===== src/rtl/booth_radix4_multiplier_if.sv =====
// Operand/result bundle for booth_radix4_multiplier.
//   in_valid/in_ready  : operand handshake (a, b, is_signed)
//   out_valid/out_ready: result handshake (product)
//   busy               : multiplier is in CALC or DONE
// The master drives operands and consumes the product. The slave is the multiplier.
interface booth_radix4_multiplier_if #(
  parameter int WIDTH = 8
);
  logic                 in_valid;
  logic                 in_ready;
  logic [WIDTH-1:0]     a;
  logic [WIDTH-1:0]     b;
  logic                 is_signed;
  logic                 out_valid;
  logic                 out_ready;
  logic [2*WIDTH-1:0]   product;
  logic                 busy;

  modport master (
    output in_valid, a, b, is_signed, out_ready,
    input  in_ready, out_valid, product, busy
  );

  modport slave (
    input  in_valid, a, b, is_signed, out_ready,
    output in_ready, out_valid, product, busy
  );
endinterface


===== src/rtl/booth_radix4_multiplier.sv =====
// Sequential radix-4 Booth multiplier, one Booth step per clock.
//   clk : rising-edge clock
//   rst : synchronous active-high reset
//   bus : booth_radix4_multiplier_if slave modport (operands in, product out)
// Operands are extended to WIDTH+2 bits, so WIDTH/2+1 steps cover the full
// multiplier for both signed and unsigned inputs.
//
// state | meaning
// IDLE  | waiting for operands, in_ready=1
// CALC  | stepping the Booth recoder, counter counts down to 0
// DONE  | product valid, held until out_ready
module booth_radix4_multiplier #(
  parameter int WIDTH = 8
) (
  input logic                        clk,
  input logic                        rst,
  booth_radix4_multiplier_if.slave   bus
);
  localparam int N  = WIDTH / 2 + 1;
  localparam int EW = WIDTH + 2;
  localparam int AW = WIDTH + 3;
  localparam int RW = AW + EW + 1;
  localparam int CW = $clog2(N + 1);

  typedef enum logic [1:0] {IDLE, CALC, DONE} state_t;

  state_t              state_q, state_d;
  logic [RW-1:0]       reg_q, reg_d;
  logic [EW-1:0]       m_q, m_d;
  logic [CW-1:0]       cnt_q, cnt_d;
  logic [2*WIDTH-1:0]  product_q, product_d;

  logic [EW-1:0]       a_ext;
  logic [EW-1:0]       b_ext;
  logic signed [AW-1:0] m_aw;
  logic signed [AW-1:0] digit;
  logic signed [AW-1:0] acc_sum;
  logic signed [RW-1:0] stepped;

  assign a_ext = bus.is_signed ? {{2{bus.a[WIDTH-1]}}, bus.a} : {2'b00, bus.a};
  assign b_ext = bus.is_signed ? {{2{bus.b[WIDTH-1]}}, bus.b} : {2'b00, bus.b};

  // One extra bit of headroom so +/-2M never wraps in the accumulator.
  assign m_aw = {m_q[EW-1], m_q};

  always_comb begin
    digit = '0;
    unique case (reg_q[2:0])
      3'b001, 3'b010: digit = m_aw;
      3'b011:         digit = m_aw <<< 1;
      3'b100:         digit = -(m_aw <<< 1);
      3'b101, 3'b110: digit = -m_aw;
      default:        digit = '0;
    endcase
  end

  assign acc_sum = $signed(reg_q[RW-1 -: AW]) + digit;
  assign stepped = $signed({acc_sum, reg_q[EW:0]}) >>> 2;

  always_comb begin
    state_d   = state_q;
    reg_d     = reg_q;
    m_d       = m_q;
    cnt_d     = cnt_q;
    product_d = product_q;
    unique case (state_q)
      IDLE: begin
        if (bus.in_valid) begin
          m_d     = a_ext;
          reg_d   = {{AW{1'b0}}, b_ext, 1'b0};
          cnt_d   = CW'(N);
          state_d = CALC;
        end
      end
      CALC: begin
        reg_d = stepped;
        cnt_d = cnt_q - CW'(1);
        // Terminal count: this edge performs the last step.
        if (cnt_q == CW'(1)) begin
          state_d   = DONE;
          product_d = stepped[2*WIDTH:1];
        end
      end
      DONE: begin
        if (bus.out_ready) begin
          state_d = IDLE;
        end
      end
      default: state_d = IDLE;
    endcase
  end

  always_ff @(posedge clk) begin
    if (rst) begin
      state_q   <= IDLE;
      reg_q     <= '0;
      m_q       <= '0;
      cnt_q     <= '0;
      product_q <= '0;
    end else begin
      state_q   <= state_d;
      reg_q     <= reg_d;
      m_q       <= m_d;
      cnt_q     <= cnt_d;
      product_q <= product_d;
    end
  end

  assign bus.in_ready  = (state_q == IDLE);
  assign bus.out_valid = (state_q == DONE);
  assign bus.busy      = (state_q != IDLE);
  assign bus.product   = product_q;
endmodule


===== src/flat_wrapper.sv =====
// flat-port wrapper written by rule: the top's interface ports become plain ports
module booth_radix4_multiplier_flat 
#(
  parameter int WIDTH = 8
)
  (clk, rst, bus_in_valid, bus_a, bus_b, bus_is_signed, bus_out_ready, bus_in_ready, bus_out_valid, bus_product, bus_busy);
  booth_radix4_multiplier_if #(.WIDTH(WIDTH)) bus_i ();
  input logic clk;
  input logic rst;
  input wire logic [$bits(bus_i.in_valid)-1:0] bus_in_valid;
  input wire logic [$bits(bus_i.a)-1:0] bus_a;
  input wire logic [$bits(bus_i.b)-1:0] bus_b;
  input wire logic [$bits(bus_i.is_signed)-1:0] bus_is_signed;
  input wire logic [$bits(bus_i.out_ready)-1:0] bus_out_ready;
  output wire logic [$bits(bus_i.in_ready)-1:0] bus_in_ready;
  output wire logic [$bits(bus_i.out_valid)-1:0] bus_out_valid;
  output wire logic [$bits(bus_i.product)-1:0] bus_product;
  output wire logic [$bits(bus_i.busy)-1:0] bus_busy;
  assign bus_i.in_valid = bus_in_valid;
  assign bus_i.a = bus_a;
  assign bus_i.b = bus_b;
  assign bus_i.is_signed = bus_is_signed;
  assign bus_i.out_ready = bus_out_ready;
  assign bus_in_ready = bus_i.in_ready;
  assign bus_out_valid = bus_i.out_valid;
  assign bus_product = bus_i.product;
  assign bus_busy = bus_i.busy;
  booth_radix4_multiplier #(.WIDTH(WIDTH)) u_core (.clk(clk), .rst(rst), .bus(bus_i));
endmodule

===== config.mk =====
export PLATFORM = sky130hd
export DESIGN_NAME = booth_radix4_multiplier_flat
export DESIGN_NICKNAME = d
export VERILOG_FILES = /design/src/rtl/booth_radix4_multiplier_if.sv /design/src/rtl/booth_radix4_multiplier.sv /design/src/flat_wrapper.sv
export SDC_FILE = /design/constraint.sdc
export NUM_CORES = 1
export LEC_CHECK = 0
export BUFFER_PORTS_ARGS = -buffer_cell sky130_fd_sc_hd__buf_2
export CAP_MARGIN = 10
export CORE_MARGIN = 1.5
export CORE_UTILIZATION = 50
export DETAILED_ROUTE_END_ITERATION = 12
export HOLD_SLACK_MARGIN = 0.1
export PLACE_DENSITY = 0.71
export SLEW_MARGIN = 20
export SYNTH_ARGS = -nofsm -noshare
export SYNTH_HDL_FRONTEND = slang
export SYNTH_SLANG_ARGS = --single-unit

===== constraint.sdc =====
create_clock -name clk -period 4.95 [get_ports clk]
set_input_delay 0.99 -clock clk [delete_from_list [all_inputs] [get_ports clk]]
set_output_delay 0.99 -clock clk [all_outputs]
set_load 0.1 [all_outputs]

==> results of run 1 <==
synth_stat cells (all sizes together), types with 3 or more instances:
| library cell | count | area (um2) |
|---|---|---|
| nand2b | 6 | 37.5 |
| o21ai | 14 | 70.1 |
| inv | 9 | 33.8 |
| xnor2 | 9 | 78.8 |
| a22oi | 3 | 22.5 |
| and3 | 3 | 18.8 |
| ha | 14 | 175 |
| nand2 | 73 | 274 |
| clkbuf | 22 | 82.6 |
| o31ai | 3 | 22.5 |
| a211oi | 7 | 52.6 |
| nor3 | 12 | 60.1 |
| a21oi | 44 | 220 |
| a311oi | 8 | 70.1 |
| or3 | 3 | 18.8 |
| buf | 10 | 57.6 |
| nand4b | 3 | 26.3 |
| o211ai | 4 | 30.0 |
| a31oi | 5 | 31.3 |
| dfxtp | 50 | 1000 |
| nor2b | 5 | 31.3 |
| nand3 | 16 | 80.1 |
| xor2 | 4 | 35.0 |
| nor2 | 25 | 93.8 |
| nor4 | 3 | 18.8 |
| a221oi | 4 | 41.3 |
| o311ai | 3 | 26.3 |
| a211o | 3 | 26.3 |
per-layer routing:
metal  track usage, %  vias up
met5                0        -
met3             3.41        5
met1             33.6     1347
li1                 -     1441
met2             36.8       64
met4             6.55        0
power breakdown:
group / internal, W / switching, W
clock: 0.000115 / 0.000144
combinational: 0.0000929 / 0.000177
sequential: 0.000427 / 0.0000347
metrics by stage:
step | total power, W | utilization [%] | worst slack, ns
after global routing | 0.00105 | 55.6 | 1.19
after detailed placement | 0.000738 | 53.9 | 1.52
final | 0.000991 | 55.6 | 1.50
after CTS | 0.000995 | 55.6 | 1.50
after floorplan | 0.000684 | - | 1.34
after global placement | 0.000734 | 53.9 | 1.62
sequential cells by signal (all words and copies together), names as in the netlist:
| register | flops |
|---|---|
| u_core.cnt_q | 3 |
| u_core.state_q | 2 |
| u_core.reg_q | 20 |
| u_core.m_q | 9 |
| u_core.bus.product | 16 |
worst max-delay path, delay by kind of cell (launching register included):
family | cells | cell delay, ns
adders and majority gates | 2 | 0.51
AOI/OAI and AO/OA | 7 | 1.70
buffers and inverters | 1 | 0.11
and+or+nand+nor | 2 | 0.59
xor gates and xnor gates | 1 | 0.09
DFF | 1 | 0.37
kinds of logic (layout without fill, tap and decap cells):
family,count (synthesis),after routing,share of synthesized area (%)
simple gates,165,165,26.4
compound gates,109,109,23.8
flops,50,50,33.4
buf+inv,41,57,5.80
fa+ha+maj,15,15,6.51
xor+xnor,13,13,3.80
mux,1,1,0.334
worst paths after layout:
check / from / end / slack [ns] / cells after the start
worst min register to register: u_core.bus.product[11] / u_core.bus.product[11] / 0.45 / 2
worst max register to register: u_core.m_q[0] / u_core.reg_q[20] / 1.50 / 13
worst max-delay path: u_core.m_q[0] / u_core.reg_q[20] / 1.50 / 13
worst min-delay path: u_core.bus.product[11] / u_core.bus.product[11] / 0.45 / 2
final cells by class:
class	instances	area [um2]	area share, %
flip-flops and latches	50	1000	30.7
repair buffers	40	203	6.23
inverters	9	33.8	1.04
clock buffers	6	82.6	2.54
multi-input cells	303	1830	56.1
clock inverters	2	16.3	0.500
well taps	75	93.8	2.88
==> impl_metrics.py, run 1 <==
metrics = {
    "sta": {
        "fin_crit_ns": 3.45,
        "fin_crit_sh_pct": 69.7,
        "max_freq_mhz": 290,
        "rsz0062_at_grt": "false",
        "fin_worst_skew_ns": 0.00700,
        "finalMaxSlewViolations": 0,
        "finalSetupTns_ns": 0,
        "slew_headroom_pct": 33.8,
        "worst_pin_slew_ns": 0.993,
        "setup-violations-final": 0,
        "hold_violations": 0,
        "hold_slack_ns": 0.455,
    },
    "route": {
        "routed_wl_mm": 7.13,
        "drc": 0,
        "drt_iter0_markers": 182,
        "dr_wl_met2_mm": 3.38,
        "drtPass1Iterations": 4,
        "vias_per_cell": 5.89,
        "wl_met3_um": 295,
        "vias": 2857,
        "wl_per_cell_um": 14.7,
        "final_antenna_net_count": 0,
        "maxUsedRoutingLayer": "met4",
        "wl_met1_mm": 3.38,
    },
    "power": {
        "irDropWorstVdd_v": 0.000216,
        "power_leakage_nw": 1.28,
        "pwr_density_cell_nw_per_um2": 304,
    },
    "status": {
        "status": "finished, final reports clean",
    },
    "clock_network": {
        "cts_hold_buf": 0,
        "clockBufferDepth": 2,
        "post_cts_buffers": 0,
        "tritoncts": "yes",
        "clock-root-buffer": "clkbuf_8",
        "cts_resized": 0,
        "numCtsBuffers": 5,
        "h-tree-depth": 2,
        "cts.sinks": 50,
        "clkTransAtPathRegs_ns": 0.10,
        "clock_latency_ns": 0.31,
    },
    "floorplan": {
        "die-height_um": 80.4,
        "rows": 28,
        "die_w_um": 80.4,
        "start_util_pct": 51.2,
        "die-area_um2": 6470,
        "io_pins": 40,
        "core-area_um2": 5850,
    },
    "logic_synthesis": {
        "ys_types": 52,
        "yosys_register_bits": 50,
        "ys_warn_count": 0,
        "synth_cells": 394,
        "synth_flop_cell": "dfxtp_1",
        "syn_area_per_cell_um2": 7.61,
        "synth-edff-count": 0,
        "syn_nets": 430,
        "seq_area_frac_synth_pct": 33.4,
        "async_flop_share_pct": 0,
        "syn_area_um2": 3000,
    },
    "global_routing": {
        "grt_remaining_overflow": 0,
        "track_usage_pct": 23.6,
        "grt_max_degree": 59,
        "grt_pass1_wl_mm": 12.2,
        "antenna_found_initial": 0,
        "first_global_vias": 2570,
    },
    "critical_path": {
        "crit_type": "register to register",
        "cpMostUsedCell": "ha_1",
        "crit_chain": "inv_1 > ha_1 > or3b_1 > nand2_1 > xnor2_1 > a211oi_1 > o21ai_0 > ha_1 > a21o_1 > a221oi_2 > o211ai_1 > a211o_1 > o311ai_0",
        "worstPathRequired_ns": 5.16,
        "end_kind": "register",
        "slowest_stage": "or3b_1",
        "critPathMaxStageDelay_ns": 0.46,
        "cp-start-kind": "register",
        "critPathMaxFanout": 7,
        "arrival_ns": 3.66,
    },
    "placed_design": {
        "io_buffers": 39,
        "dp.cells": 477,
        "postPlaceCellArea_um2": 3150,
        "place_hpwl_mm": 5.01,
        "gp_congestion": 0.920,
    },
    "final_layout": {
        "drive_gt1_share_pct": 13.9,
        "fillCellCount": 566,
        "n_antenna_cell": 0,
        "layout_commonest_cell": "nand2_1",
        "final_cells": 485,
        "finalInstanceArea_um2": 3260,
        "syn2layout_area_growth_pct": 8.60,
        "nNetsFinal": 445,
        "final_cell_mix": "nand2_1, dfxtp_1, a21oi_1",
    },
    "run": {
        "cap_violations": 0,
    },
    "hold_path": {
        "hold_class": "register to register",
    },
}
Note: power is estimated with default switching activity, not from simulation.
==> inputs of run 2 (changes only) <==
Settings changed: PLACE_DENSITY 0.71 to 0.73.
Clock period 4.95 ns to 2.8 ns, I/O delays scaled along.
==> impl_metrics.py, run 2 (synthesis gave the netlist of run 1 again) <==
metrics = {
    "status": {
        "status": "finished with violations",
        "violations": "negative setup slack",
    },
    "critical_path": {
        "slowest_stage": "or4_4",
        "crit_chain": "or4_4 > o21ai_4 > xnor2_2 > a22oi_1 > o211ai_1 > ha_1 > buf_6 > buf_6 > nand4_1 > a21oi_2 > o211ai_1 > a2111o_1 > nand3_1",
        "rrSetupSlack_ns": -0.27,
        "critPathMaxFanout": 4,
        "critPathMaxStageDelay_ns": 0.58,
        "cp-start-kind": "register",
        "end_kind": "register",
        "r2r-start": "u_core.m_q[1]",
        "arrival_ns": 3.31,
        "worstPathRequired_ns": 3.04,
        "crit_type": "register to register",
        "rr_worst_depth": 13,
        "startpoint": "u_core.m_q[1]",
        "crit_end": "u_core.reg_q[18]",
        "worstReg2RegEnd": "u_core.reg_q[18]",
    },
    "final_layout": {
        "n_antenna_cell": 0,
        "nNetsFinal": 511,
        "fillCellCount": 474,
        "final_util_pct": 68.0,
        "syn2layout_area_growth_pct": 32.7,
        "largest_reg_flops": 20,
        "final_cell_mix": "nand2_1, buf_4, dfxtp_1",
        "drive_gt1_share_pct": 31.7,
        "regMostFlops": "u_core.reg_q",
        "layout_commonest_cell": "nand2_1",
    },
    "clock_network": {
        "cts.sinks": 50,
        "h-tree-depth": 2,
        "clock_latency_ns": 0.30,
        "numCtsBuffers": 5,
        "clockBufferDepth": 2,
        "tritoncts": "yes",
        "clkTransAtPathRegs_ns": 0.10,
        "cts_hold_buf": 0,
        "clock-root-buffer": "clkbuf_8",
    },
    "floorplan": {
        "die-area_um2": 6470,
        "core-area_um2": 5850,
        "die_w_um": 80.4,
        "die-height_um": 80.4,
        "start_util_pct": 51.2,
        "rows": 28,
        "io_pins": 40,
    },
    "global_routing": {
        "grt_remaining_overflow": 0,
        "grt_max_degree": 37,
        "antenna_found_initial": 0,
        "grt_pass1_wl_mm": 13.8,
        "first_global_vias": 2929,
        "track_usage_pct": 27.2,
    },
    "route": {
        "drtPass1Iterations": 5,
        "drc": 0,
        "routed_wl_mm": 8.48,
        "wl_per_cell_um": 15.4,
        "drt_iter0_markers": 190,
        "vias_per_cell": 5.80,
        "final_antenna_net_count": 0,
        "vias": 3196,
    },
    "sta": {
        "setup-violations-final": 8,
        "fin_crit_sh_pct": 110,
        "hold_slack_ns": 0.456,
        "fin_worst_skew_ns": 0.00653,
        "rsz0062_at_grt": "true",
        "max_freq_mhz": 326,
        "fin_crit_ns": 3.07,
        "hold_violations": 0,
        "setup_ws_ns": -0.269,
        "slew_headroom_pct": 38.2,
        "finalMaxSlewViolations": 0,
        "worst_pin_slew_ns": 0.925,
        "finalSetupTns_ns": -1.58,
    },
    "run": {
        "cap_violations": 0,
    },
    "hold_path": {
        "hold_class": "register to register",
    },
    "power": {
        "pwr_density_cell_nw_per_um2": 510,
        "p_total_w": 0.00203,
        "irDropWorstVdd_v": 0.000355,
        "power_leakage_nw": 1.68,
    },
    "placed_design": {
        "gp_congestion": 0.892,
        "io_buffers": 39,
        "place_hpwl_mm": 6.02,
    },
}
run 2: cell types whose count changed in the layout (fill, tap and decap cells not counted), moves of 3 or more:
| cell | change |
|---|---|
| xnor2_2 | +4 |
| xnor2_1 | -4 |
| a211oi_1 | -3 |
| buf_6 | +3 |
| buf_4 | +63 |
| a21oi_2 | +4 |
| o21ai_0 | -6 |
| a211oi_2 | +3 |
| o21ai_1 | +4 |
| a21oi_1 | -5 |
run 2: layout make-up:
class                   count  area [um2]  area share [%]
clock inverters             3        43.8            1.10
multi-input cells         303        2020            50.8
well taps                  75        93.8            2.36
inverters                   9        36.3           0.912
flip-flops and latches     50        1010            25.3
repair buffers            106         709            17.8
clock buffers               5        68.8            1.73
run 2: what timing repair did:
item | 4_1_cts | 5_1_grt
buffers inserted | 2 | 2
pin swaps | 5 | 9
resized for setup | 19 | 19
endpoints found under the setup margin | 9 | 9
run 2: power by group:
| part | internal, W | leakage (nW) | switching (W) | total [W] |
|---|---|---|---|---|
| sequential | 0.000755 | 0.409 | 0.0000377 | 0.000793 |
| combinational | 0.000303 | 1.21 | 0.000413 | 0.000716 |
| clock | 0.000268 | 0.0585 | 0.000252 | 0.000521 |
run 2: worst min path at each step:
stage / startpoint / end / cells after the start
3_3_place_gp: u_core.bus.product[14] / u_core.bus.product[14] / 2
2_1_floorplan: u_core.reg_q[8] / u_core.bus.product[5] / 2
6_report: u_core.bus.product[7] / u_core.bus.product[7] / 2
3_5_place_dp: u_core.bus.product[2] / u_core.bus.product[2] / 2
4_1_cts: u_core.bus.product[2] / u_core.bus.product[2] / 2
5_1_grt: u_core.bus.product[5] / u_core.bus.product[5] / 2
run 2: through the flow:
step                setup WS (ns)  std cells  cell area, um2
floorplan                  -0.154        394            3030
global placement           -0.227        539            3640
detailed placement         -0.315        539            3640
CTS                        -0.220        549            3850
global route               -0.399        551            3980
finish                     -0.269        551            3980
run 2: worst max-delay path: cells and delay by family (launching register included):
| kind | cells | cell delay [ns] |
|---|---|---|
| AO/OA/AOI/OAI | 6 | 1.23 |
| flip-flops | 1 | 0.36 |
| buffers and inverters | 2 | 0.23 |
| adder cells (fa/ha/maj) | 1 | 0.35 |
| AND/OR/NAND/NOR | 3 | 0.76 |
| XOR/XNOR | 1 | 0.08 |
run 2: routing by layer:
metal | part of all wire, % | GRT usage (%)
met5 | 0 | 0
met4 | 1.6 | 7.59
met3 | 3.8 | 3.18
met2 | 49 | 45.6
met1 | 45 | 36.5
